### src/rtl/uart_calc_pkg.sv
// Shared definitions for the UART calculator framer.
// Holds command/reply byte values, calculator select encodings,
// FSM state encodings and the command-to-select decode function.
package uart_calc_pkg;

    // Command bytes received from the host
    localparam logic [7:0] CMD_ADD  = 8'h41;  // "A"
    localparam logic [7:0] CMD_SUB  = 8'h53;  // "S"
    localparam logic [7:0] CMD_CMP  = 8'h43;  // "C"
    localparam logic [7:0] CMD_PING = 8'h50;  // "P"

    // Single-byte replies
    localparam logic [7:0] RSP_ACK   = 8'h06;
    localparam logic [7:0] RSP_NACK  = 8'h15;
    localparam logic [7:0] RSP_ABORT = 8'h18;

    // Calculator operation select; SEL_NONE marks a non-calculation byte
    localparam logic [1:0] SEL_NONE = 2'b00;
    localparam logic [1:0] SEL_ADD  = 2'b01;
    localparam logic [1:0] SEL_SUB  = 2'b11;
    localparam logic [1:0] SEL_CMP  = 2'b10;

    typedef logic [2:0] state_t;

    localparam state_t S_IDLE      = 3'd0;
    localparam state_t S_RX_OP     = 3'd1;
    localparam state_t S_CALC      = 3'd2;
    localparam state_t S_CALC_WAIT = 3'd3;
    localparam state_t S_TX        = 3'd4;
    localparam state_t S_TX_WAIT   = 3'd5;

    // Map a command byte to its calculator select; SEL_NONE for ping/unknown
    function automatic logic [1:0] cmd_sel(input logic [7:0] cmd);
        logic [1:0] sel;
        case (cmd)
            CMD_ADD: sel = SEL_ADD;
            CMD_SUB: sel = SEL_SUB;
            CMD_CMP: sel = SEL_CMP;
            default: sel = SEL_NONE;
        endcase
        return sel;
    endfunction

endpackage

### src/rtl/uart_tx_shifter.sv
// MSB-first reply buffer of NBYTES+1 bytes with a remaining-byte count.
// Ports:
//   clk, rst_n   clock, asynchronous active-low reset
//   load_word    load the full word; all NBYTES+1 bytes pending
//   word         full reply word, first byte to send in the top bits
//   load_byte    load a single reply byte; one byte pending
//   byte_in      single reply byte
//   shift        drop the top byte (it has just been handed to the transmitter)
//   top_byte     byte currently at the top of the buffer
//   remaining    number of bytes still to send
module uart_tx_shifter
    import uart_calc_pkg::*;
#(
    parameter int NBYTES = 64
) (
    input  logic                          clk,
    input  logic                          rst_n,
    input  logic                          load_word,
    input  logic [(NBYTES+1)*8-1:0]       word,
    input  logic                          load_byte,
    input  logic [7:0]                    byte_in,
    input  logic                          shift,
    output logic [7:0]                    top_byte,
    output logic [$clog2(NBYTES+2)-1:0]   remaining
);

    localparam int W     = (NBYTES + 1) * 8;
    localparam int REM_W = $clog2(NBYTES + 2);

    logic [W-1:0]     buf_r;
    logic [REM_W-1:0] cnt_r;

    // Buffer and count: loads take priority over shifting
    always_ff @(posedge clk or negedge rst_n) begin
        if (!rst_n) begin
            buf_r <= {W{1'b0}};
            cnt_r <= {REM_W{1'b0}};
        end else if (load_word) begin
            buf_r <= word;
            cnt_r <= REM_W'(NBYTES + 1);
        end else if (load_byte) begin
            buf_r <= {byte_in, {(W-8){1'b0}}};
            cnt_r <= REM_W'(1);
        end else if (shift && (cnt_r != {REM_W{1'b0}})) begin
            buf_r <= {buf_r[W-9:0], 8'h00};
            cnt_r <= cnt_r - REM_W'(1);
        end else begin
            buf_r <= buf_r;
            cnt_r <= cnt_r;
        end
    end

    assign top_byte  = buf_r[W-1 -: 8];
    assign remaining = cnt_r;

endmodule

### src/rtl/uart_calc_framer.sv
// Byte-level protocol engine between a byte transport and the calculator.
// Receives a command byte and two big-endian operands, launches one
// calculation and returns the framed result MSB-first. Also answers ping
// (ACK), unknown commands (NACK), inter-byte timeouts (CAN) and flags
// bytes dropped while busy (oOverrun).
// Ports:
//   iClk/iRstn              clock, asynchronous active-low reset
//   iRxByte/iRxValid        received byte stream
//   oTxByte/oTxStart        transmit request, byte held until iTxDone
//   iTxBusy/iTxDone         transmitter status
//   oCalcStart/oCalcSel     calculation launch and operation select
//   oOpA/oOpB               operands, stable while the core computes
//   iCalcRes/iCalcDone      calculator result
//   oBusy                   high whenever not idle
//   oOverrun                sticky dropped-byte flag
module uart_calc_framer
    import uart_calc_pkg::*;
#(
    parameter int OPERAND_WIDTH  = 512,
    parameter int TIMEOUT_CYCLES = 12_500_000
) (
    input  logic                     iClk,
    input  logic                     iRstn,
    input  logic [7:0]               iRxByte,
    input  logic                     iRxValid,
    output logic [7:0]               oTxByte,
    output logic                     oTxStart,
    input  logic                     iTxBusy,
    input  logic                     iTxDone,
    output logic                     oCalcStart,
    output logic [1:0]               oCalcSel,
    output logic [OPERAND_WIDTH-1:0] oOpA,
    output logic [OPERAND_WIDTH-1:0] oOpB,
    input  logic [OPERAND_WIDTH:0]   iCalcRes,
    input  logic                     iCalcDone,
    output logic                     oBusy,
    output logic                     oOverrun
);

    localparam int NBYTES = OPERAND_WIDTH / 8;
    localparam int CNT_W  = $clog2(2 * NBYTES + 1);
    localparam int TMR_W  = $clog2(TIMEOUT_CYCLES + 1);
    localparam int TXW    = (NBYTES + 1) * 8;
    localparam int REM_W  = $clog2(NBYTES + 2);

    state_t                   state_r, state_nxt_s;
    logic [1:0]               sel_r;
    logic [CNT_W-1:0]         cnt_r;
    logic [TMR_W-1:0]         tmr_r;
    logic [OPERAND_WIDTH-1:0] op_a_r, op_b_r;

    logic [1:0]       cmd_sel_s;
    logic             expired_s, last_byte_s, tx_empty_s;
    logic             take_cmd_s, take_op_s, tmr_inc_s, calc_fire_s, tx_fire_s, drop_s;
    logic             load_word_s, load_byte_s;
    logic [7:0]       reply_byte_s;
    logic [TXW-1:0]   tx_word_s;
    logic [7:0]       tx_top_s;
    logic [REM_W-1:0] tx_left_s;

    assign cmd_sel_s   = cmd_sel(iRxByte);
    assign expired_s   = (tmr_r == TMR_W'(TIMEOUT_CYCLES));
    assign last_byte_s = (cnt_r == CNT_W'(2 * NBYTES - 1));
    assign tx_empty_s  = (tx_left_s == {REM_W{1'b0}});

    uart_tx_shifter #(.NBYTES(NBYTES)) u_tx_shifter (
        .clk       (iClk),
        .rst_n     (iRstn),
        .load_word (load_word_s),
        .word      (tx_word_s),
        .load_byte (load_byte_s),
        .byte_in   (reply_byte_s),
        .shift     (tx_fire_s),
        .top_byte  (tx_top_s),
        .remaining (tx_left_s)
    );

    // State register
    always_ff @(posedge iClk or negedge iRstn) begin
        if (!iRstn) begin
            state_r <= S_IDLE;
        end else begin
            state_r <= state_nxt_s;
        end
    end

    // Next-state decode; a byte arriving in the expiry cycle beats the abort
    always_comb begin
        state_nxt_s = state_r;
        case (state_r)
            S_IDLE: begin
                if (iRxValid) begin
                    state_nxt_s = (cmd_sel_s == SEL_NONE) ? S_TX : S_RX_OP;
                end else begin
                    state_nxt_s = S_IDLE;
                end
            end
            S_RX_OP: begin
                if (iRxValid) begin
                    state_nxt_s = last_byte_s ? S_CALC : S_RX_OP;
                end else if (expired_s) begin
                    state_nxt_s = S_TX;
                end else begin
                    state_nxt_s = S_RX_OP;
                end
            end
            S_CALC:      state_nxt_s = S_CALC_WAIT;
            S_CALC_WAIT: state_nxt_s = iCalcDone ? S_TX : S_CALC_WAIT;
            S_TX: begin
                if (tx_empty_s) begin
                    state_nxt_s = S_IDLE;
                end else if (!iTxBusy) begin
                    state_nxt_s = S_TX_WAIT;
                end else begin
                    state_nxt_s = S_TX;
                end
            end
            S_TX_WAIT:   state_nxt_s = iTxDone ? S_TX : S_TX_WAIT;
            default:     state_nxt_s = S_IDLE;
        endcase
    end

    // Per-state actions driving the datapath, reply buffer and outputs
    always_comb begin
        take_cmd_s   = 1'b0;
        take_op_s    = 1'b0;
        tmr_inc_s    = 1'b0;
        calc_fire_s  = 1'b0;
        tx_fire_s    = 1'b0;
        drop_s       = 1'b0;
        load_word_s  = 1'b0;
        load_byte_s  = 1'b0;
        reply_byte_s = RSP_NACK;
        // Compare results are a single flag word aligned to the top of the frame
        tx_word_s    = (sel_r == SEL_CMP) ? {iCalcRes, 7'b0000000} : {7'b0000000, iCalcRes};
        case (state_r)
            S_IDLE: begin
                if (iRxValid) begin
                    take_cmd_s = 1'b1;
                    if (cmd_sel_s == SEL_NONE) begin
                        load_byte_s  = 1'b1;
                        reply_byte_s = (iRxByte == CMD_PING) ? RSP_ACK : RSP_NACK;
                    end else begin
                        load_byte_s  = 1'b0;
                    end
                end else begin
                    take_cmd_s = 1'b0;
                end
            end
            S_RX_OP: begin
                if (iRxValid) begin
                    take_op_s = 1'b1;
                end else if (expired_s) begin
                    load_byte_s  = 1'b1;
                    reply_byte_s = RSP_ABORT;
                end else begin
                    tmr_inc_s = 1'b1;
                end
            end
            S_CALC: begin
                calc_fire_s = 1'b1;
                drop_s      = iRxValid;
            end
            S_CALC_WAIT: begin
                load_word_s = iCalcDone;
                drop_s      = iRxValid;
            end
            S_TX: begin
                tx_fire_s = !tx_empty_s && !iTxBusy;
                drop_s    = iRxValid;
            end
            S_TX_WAIT: begin
                drop_s = iRxValid;
            end
            default: begin
                drop_s = 1'b0;
            end
        endcase
    end

    // Frame capture: select, byte counter, inter-byte timer, operand shifters
    always_ff @(posedge iClk or negedge iRstn) begin
        if (!iRstn) begin
            sel_r  <= 2'b00;
            cnt_r  <= {CNT_W{1'b0}};
            tmr_r  <= {TMR_W{1'b0}};
            op_a_r <= {OPERAND_WIDTH{1'b0}};
            op_b_r <= {OPERAND_WIDTH{1'b0}};
        end else if (take_cmd_s) begin
            sel_r <= cmd_sel_s;
            cnt_r <= {CNT_W{1'b0}};
            tmr_r <= {TMR_W{1'b0}};
        end else if (take_op_s) begin
            if (cnt_r < CNT_W'(NBYTES)) begin
                op_a_r <= {op_a_r[OPERAND_WIDTH-9:0], iRxByte};
            end else begin
                op_b_r <= {op_b_r[OPERAND_WIDTH-9:0], iRxByte};
            end
            cnt_r <= cnt_r + CNT_W'(1);
            tmr_r <= {TMR_W{1'b0}};
        end else if (tmr_inc_s) begin
            tmr_r <= tmr_r + TMR_W'(1);
        end else begin
            tmr_r <= tmr_r;
        end
    end

    // Registered outputs
    always_ff @(posedge iClk or negedge iRstn) begin
        if (!iRstn) begin
            oTxByte    <= 8'h00;
            oTxStart   <= 1'b0;
            oCalcStart <= 1'b0;
            oCalcSel   <= 2'b00;
            oOpA       <= {OPERAND_WIDTH{1'b0}};
            oOpB       <= {OPERAND_WIDTH{1'b0}};
            oBusy      <= 1'b0;
            oOverrun   <= 1'b0;
        end else begin
            oTxStart   <= tx_fire_s;
            oCalcStart <= calc_fire_s;
            oBusy      <= (state_nxt_s != S_IDLE);
            if (tx_fire_s) begin
                oTxByte <= tx_top_s;
            end else begin
                oTxByte <= oTxByte;
            end
            if (calc_fire_s) begin
                oOpA     <= op_a_r;
                oOpB     <= op_b_r;
                oCalcSel <= sel_r;
            end else begin
                oOpA     <= oOpA;
                oOpB     <= oOpB;
                oCalcSel <= oCalcSel;
            end
            if (take_cmd_s) begin
                oOverrun <= 1'b0;
            end else if (drop_s) begin
                oOverrun <= 1'b1;
            end else begin
                oOverrun <= oOverrun;
            end
        end
    end

endmodule
### config.mk
export PLATFORM = sky130hd
export DESIGN_NAME = uart_calc_framer
export DESIGN_NICKNAME = d
export VERILOG_FILES = /design/src/rtl/uart_calc_pkg.sv /design/src/rtl/uart_tx_shifter.sv /design/src/rtl/uart_calc_framer.sv
export SDC_FILE = /design/constraint.sdc
export NUM_CORES = 2
export LEC_CHECK = 0
export BUFFER_PORTS_ARGS = -buffer_cell sky130_fd_sc_hd__buf_2
export CAP_MARGIN = 20
export CORE_AREA = 10 10 610 612
export DETAILED_ROUTE_END_ITERATION = 16
export DIE_AREA = 0 0 620 622
export GPL_ROUTABILITY_DRIVEN = 0
export PLACE_DENSITY = 0.51
export RECOVER_POWER = 100
export SYNTH_ARGS = -nofsm -noshare
export SYNTH_HDL_FRONTEND = slang
export SYNTH_SLANG_ARGS = --single-unit
### constraint.sdc
create_clock -name iClk -period 5.8 [get_ports iClk]
set_input_delay 0.58 -clock iClk [delete_from_list [all_inputs] [get_ports iClk]]
set_output_delay 0.58 -clock iClk [all_outputs]
set_load 0.005 [all_outputs]
==> results.md <==
STA:
- For the final routed database, the setup TNS stands at 0 ps.
- At the pin with the least slew margin, the transition time is 3810 ps.
- Dividing the final minimum period by the clock period gives 79.2%.
- The setup skew after layout is slightly above 60 ps.
- The final number of hold-violating endpoints was 0.
- After layout, the minimum clock period comes to between 4000 and 5000 ps.
- Setup repair after global routing left no endpoint under its margin.
- The max-slew headroom at the worst pin is -154%.
- The final-report setup violation count is 0.
- The number of max-slew violations in the final report is 1567.
- The maximum achievable frequency is about 220 MHz.

Global route:
- The via count of the first global-routing pass is between 70000 and 80000.
- Entering global routing, the biggest net connects 220 pins.
- The number of antenna violations at the first check in global routing came to 90.
- The total congestion overflow is 0.
- The global-route wire length before repair is 541000 µm.
- Global routing used about a fifth of the available tracks.

Critical path:
- The slack of the worst reg-to-reg path is 1210 ps.
- The cell count of the worst reg-to-reg path is 6.
- For this design, the slowest cell found on the critical path is sky130_fd_sc_hd__o41ai_1.
- Walking the worst path, the cells encountered are or3_1 > o41ai_1 > clkbuf_1 > buf_12 > and2_0 > a22oi_1.
- STA classifies the critical path endpoint as a register.
- The startpoint class of the critical path is a register.
- The worst register-to-register path begins at u_tx_shifter.remaining[2]$_DFFE_PN0P_.
- The worst setup path is of the register to register kind.
- The endpoint of the lowest-slack register-to-register path is u_tx_shifter.buf_r[504]$_DFFE_PN0P_.
- The largest fanout on the critical path is 192.
- The highest cell delay on the worst timing path is ~1100 ps.
- The required time of the critical path is around 6500 ps.
- Data on the critical path arrives at its endpoint at 5290 ps.
- The family of cells with the greatest summed delay on the critical path is simple AND/OR/NAND/NOR gates.
- The buffering stage count on the worst path with inverters included is 2.

Routing:
- After detailed routing, the number of remaining DRC violations is 0.
- In the final routed layout, each cell accounts on average for 27.0 µm.
- Detailed routing inserted a total of ~70000 vias.
- The first detailed-routing pass ran for 6 iterations.
- The detail route stage leaves a number of antenna-violating nets equal to 0.
- The final routed wirelength across all metal layers is roughly 380000 µm.
- The number of design-rule violations left by the first detailed-router iteration is between 5000 and 6000.
- Dividing the detail-routed via count by the number of cells gives between 5 and 6.

Place:
- The half-perimeter wire length of the detailed placement result is around 270000 µm.
- The quantity of I/O buffers inserted on ports is 1564.

Logic synthesis:
- The share of async-settable or async-resettable flops after synthesis is 100%.
- By instance count, the leading cell after synthesis is sky130_fd_sc_hd__dfrtp_1.
- The synthesized design devotes to its leading area cell type 62.2% of total area.
- After synthesis the netlist holds a flip-flop and latch count of about 2600.
- The netlist uses between 60 and 70 different library cells.
- Summing every instance area after synthesis gives between 100000 and 150000 µm².
- The number of flops mapped to enable cells by yosys is 0.
- The number of nets in the synthesized netlist is 7557.
- For this run, the leading register cell type out of synthesis is sky130_fd_sc_hd__dfrtp_1.
- Ranked by total cell area, the synthesized netlist is headed by sky130_fd_sc_hd__dfrtp_1, sky130_fd_sc_hd__mux2_2, sky130_fd_sc_hd__mux2_4.
- The cell taking the most area after synthesis is sky130_fd_sc_hd__dfrtp_1.
- For this run, the register share of the synthesized area comes to approximately 62%.
- The cell count after synthesis came out at ~7000.
- The synthesis warning total is 0.
- The commonest cells after synthesis are sky130_fd_sc_hd__dfrtp_1, sky130_fd_sc_hd__mux2_2, sky130_fd_sc_hd__o21ai_0.
- The average cell area after synthesis is ~15 µm².

Min path:
- The critical hold path startpoint is iCalcRes[168].
- The type of the tightest min-delay check is input pin to register.
- The worst hold endpoint is u_tx_shifter.buf_r[168]$_DFFE_PN0P_.
- The worst hold path was traced through 3 stages.

Power and ir drop:
- Overall power consumption after layout is estimated at 49.6 mW.
- The cell leakage power is 61.1 nW.
- The power per cell area is 383 nW/µm².
- The maximum vdd ir drop is around 0.00027 V.

Cells and area:
- The layout overhead on the synthesized area is 22.5%.
- After the last flow step, the layout net total stands at 9395.
- The count of filler cells inserted in the layout is ~36000.
- The area used by sequential logic in the layout is 65700 µm².
- The fraction of layout cells with a size suffix above 1 is a little under a third.
- The area occupied by multi-input gates is about 36000 µm².

Clock network:
- Counting every sink on the clock net gives ~2600.
- The clock tree from TritonCTS is built.
- The number of setup buffers added after CTS is 0.
- The tree is rooted in a sky130_fd_sc_hd__clkbuf_16.
- In this run the number of H-tree levels came out at 5.
- The later pin in the worst-skew pair is clocked with a latency of between 800 and 900 ps.
- The clock passes through at most 4 buffers.
- The clock-pin slew on the worst setup and hold paths is roughly 60 ps.
- The CTS buffer count is approximately 300.

Floorplan:
- In this run the count of I/O pins placed on the die edge is 1565.
- The die covers 386000 µm².
- The die height is slightly above 600 µm.
- Once the floorplan was initialized, standard cells occupied 29.3% of the core.
- From left edge to right edge, the die measures between 600 and 700 µm.
- Row generation in the floorplan step produced approximately 220 rows.
- The total core area is ~360000 µm².

Outcome:
- The final reports fail on capacitance limit, slew limit.
- The flow ran to the end, but the final reports show violations.

Flow run:
- The number of maximum-capacitance violations is 23.
sequential cells by signal, indices dropped and copies added (netlist names), 3 cells and up:
name / cells
op_a_r: 512
state_r: 3
cnt_r: 8
u_tx_shifter.buf_r: 520
u_tx_shifter.remaining: 7
oTxByte: 8
op_b_r: 512
oOpB: 512
oOpA: 512
tmr_r: 24
per-layer routing:
layer	track usage, %	wire (µm)	vias up
li1	-	-	29900
met1	22.3	146000	36800
met2	32.1	188000	2523
met3	4.14	23700	749
met4	8.12	19200	36
met5	0	251	-
kinds of logic after synthesis:
family / after synthesis / synth area share [%]
AO/OA/AOI/OAI: 1609 / 10.8
XOR/XNOR: 10 / 0.0829
buffers and inverters: 533 / 2.40
multiplexers: 2055 / 23.6
flip-flops: 2626 / 62.2
AND/OR/NAND/NOR: 187 / 0.949
adder cells (fa/ha/maj): 5 / 0.0592
area by class of cell:
class,instances,share of cell area (%)
Sequential cell,2626,50.7
Multi-Input combinational cell,3866,27.6
Timing Repair Buffer,2054,8.85
Clock buffer,436,6.73
Tap cell,4794,4.63
Clock inverter,108,1.32
Antenna cell,45,0.0870
Inverter,11,0.0319
worst register-to-register path: stages, from the launching register on:
cell	delay (ps)
sky130_fd_sc_hd__dfrtp_1	430
sky130_fd_sc_hd__or3_1	440
sky130_fd_sc_hd__o41ai_1	1060
sky130_fd_sc_hd__clkbuf_1	680
sky130_fd_sc_hd__buf_12	600
sky130_fd_sc_hd__and2_0	1020
sky130_fd_sc_hd__a22oi_1	210
through the flow:
| stage | worst slack (ps) | cells | area (µm²) | hold WS, ps | util, % |
|---|---|---|---|---|---|
| 6_report | 1210 | 13900 | 129000 | 79.4 | 35.9 |
| 5_1_grt | 934 | 13900 | 129000 | 38.8 | 35.9 |
| 4_1_cts | 2030 | 13900 | 133000 | 0.0224 | 36.8 |
| 2_1_floorplan | 3490 | 7025 | 106000 | 284 | - |
| 3_5_place_dp | 1960 | 13000 | 119000 | 461 | 32.9 |
| 3_3_place_gp | 2050 | 13000 | 119000 | 460 | 32.9 |
how the worst max path moves through the flow:
stage | to | from | cells past startpoint
after floorplan | op_a_r[0]$_DFFE_PN0P_ | state_r[1]$_DFF_PN0_ | 8
after global placement | u_tx_shifter.buf_r[164]$_DFFE_PN0P_ | iRxByte[2] | 9
after detailed placement | u_tx_shifter.buf_r[205]$_DFFE_PN0P_ | iRxValid | 9
after CTS | u_tx_shifter.buf_r[427]$_DFFE_PN0P_ | state_r[0]$_DFF_PN0_ | 6
after global routing | u_tx_shifter.buf_r[504]$_DFFE_PN0P_ | u_tx_shifter.remaining[0]$_DFFE_PN0P_ | 8
final | u_tx_shifter.buf_r[504]$_DFFE_PN0P_ | u_tx_shifter.remaining[2]$_DFFE_PN0P_ | 6
cell usage in the layout, fill, tap and decap left out, types with 12 or more instances in the layout:
master,count
sky130_fd_sc_hd__mux2_4,15
sky130_fd_sc_hd__o21ai_0,530
sky130_fd_sc_hd__a21oi_1,21
sky130_fd_sc_hd__nor2_1,22
sky130_fd_sc_hd__clkbuf_16,307
sky130_fd_sc_hd__mux2_1,466
sky130_fd_sc_hd__a2bb2oi_1,508
sky130_fd_sc_hd__buf_4,36
sky130_fd_sc_hd__buf_2,586
sky130_fd_sc_hd__a22oi_1,506
sky130_fd_sc_hd__mux2_2,1571
sky130_fd_sc_hd__bufinv_16,31
sky130_fd_sc_hd__dlygate4sd3_1,363
sky130_fd_sc_hd__diode_2,45
sky130_fd_sc_hd__clkinv_2,41
sky130_fd_sc_hd__dfrtp_1,2626
sky130_fd_sc_hd__nand2_1,59
sky130_fd_sc_hd__nand4_1,12
sky130_fd_sc_hd__nand3_1,18
sky130_fd_sc_hd__clkbuf_1,1092
sky130_fd_sc_hd__clkbuf_8,55
sky130_fd_sc_hd__buf_12,36
power by group:
group	internal [mW]	total [mW]	switching (mW)
registers	20.5	22.2	1.63
logic	3.50	7.42	3.93
clock network	11.9	20.0	8.07
repair_timing:
action,4_1_cts,5_1_grt
endpoints found under the hold margin,402,0
resized for setup,0,0
hold buffers,363,0
Note: power is estimated with default switching activity, not from simulation.
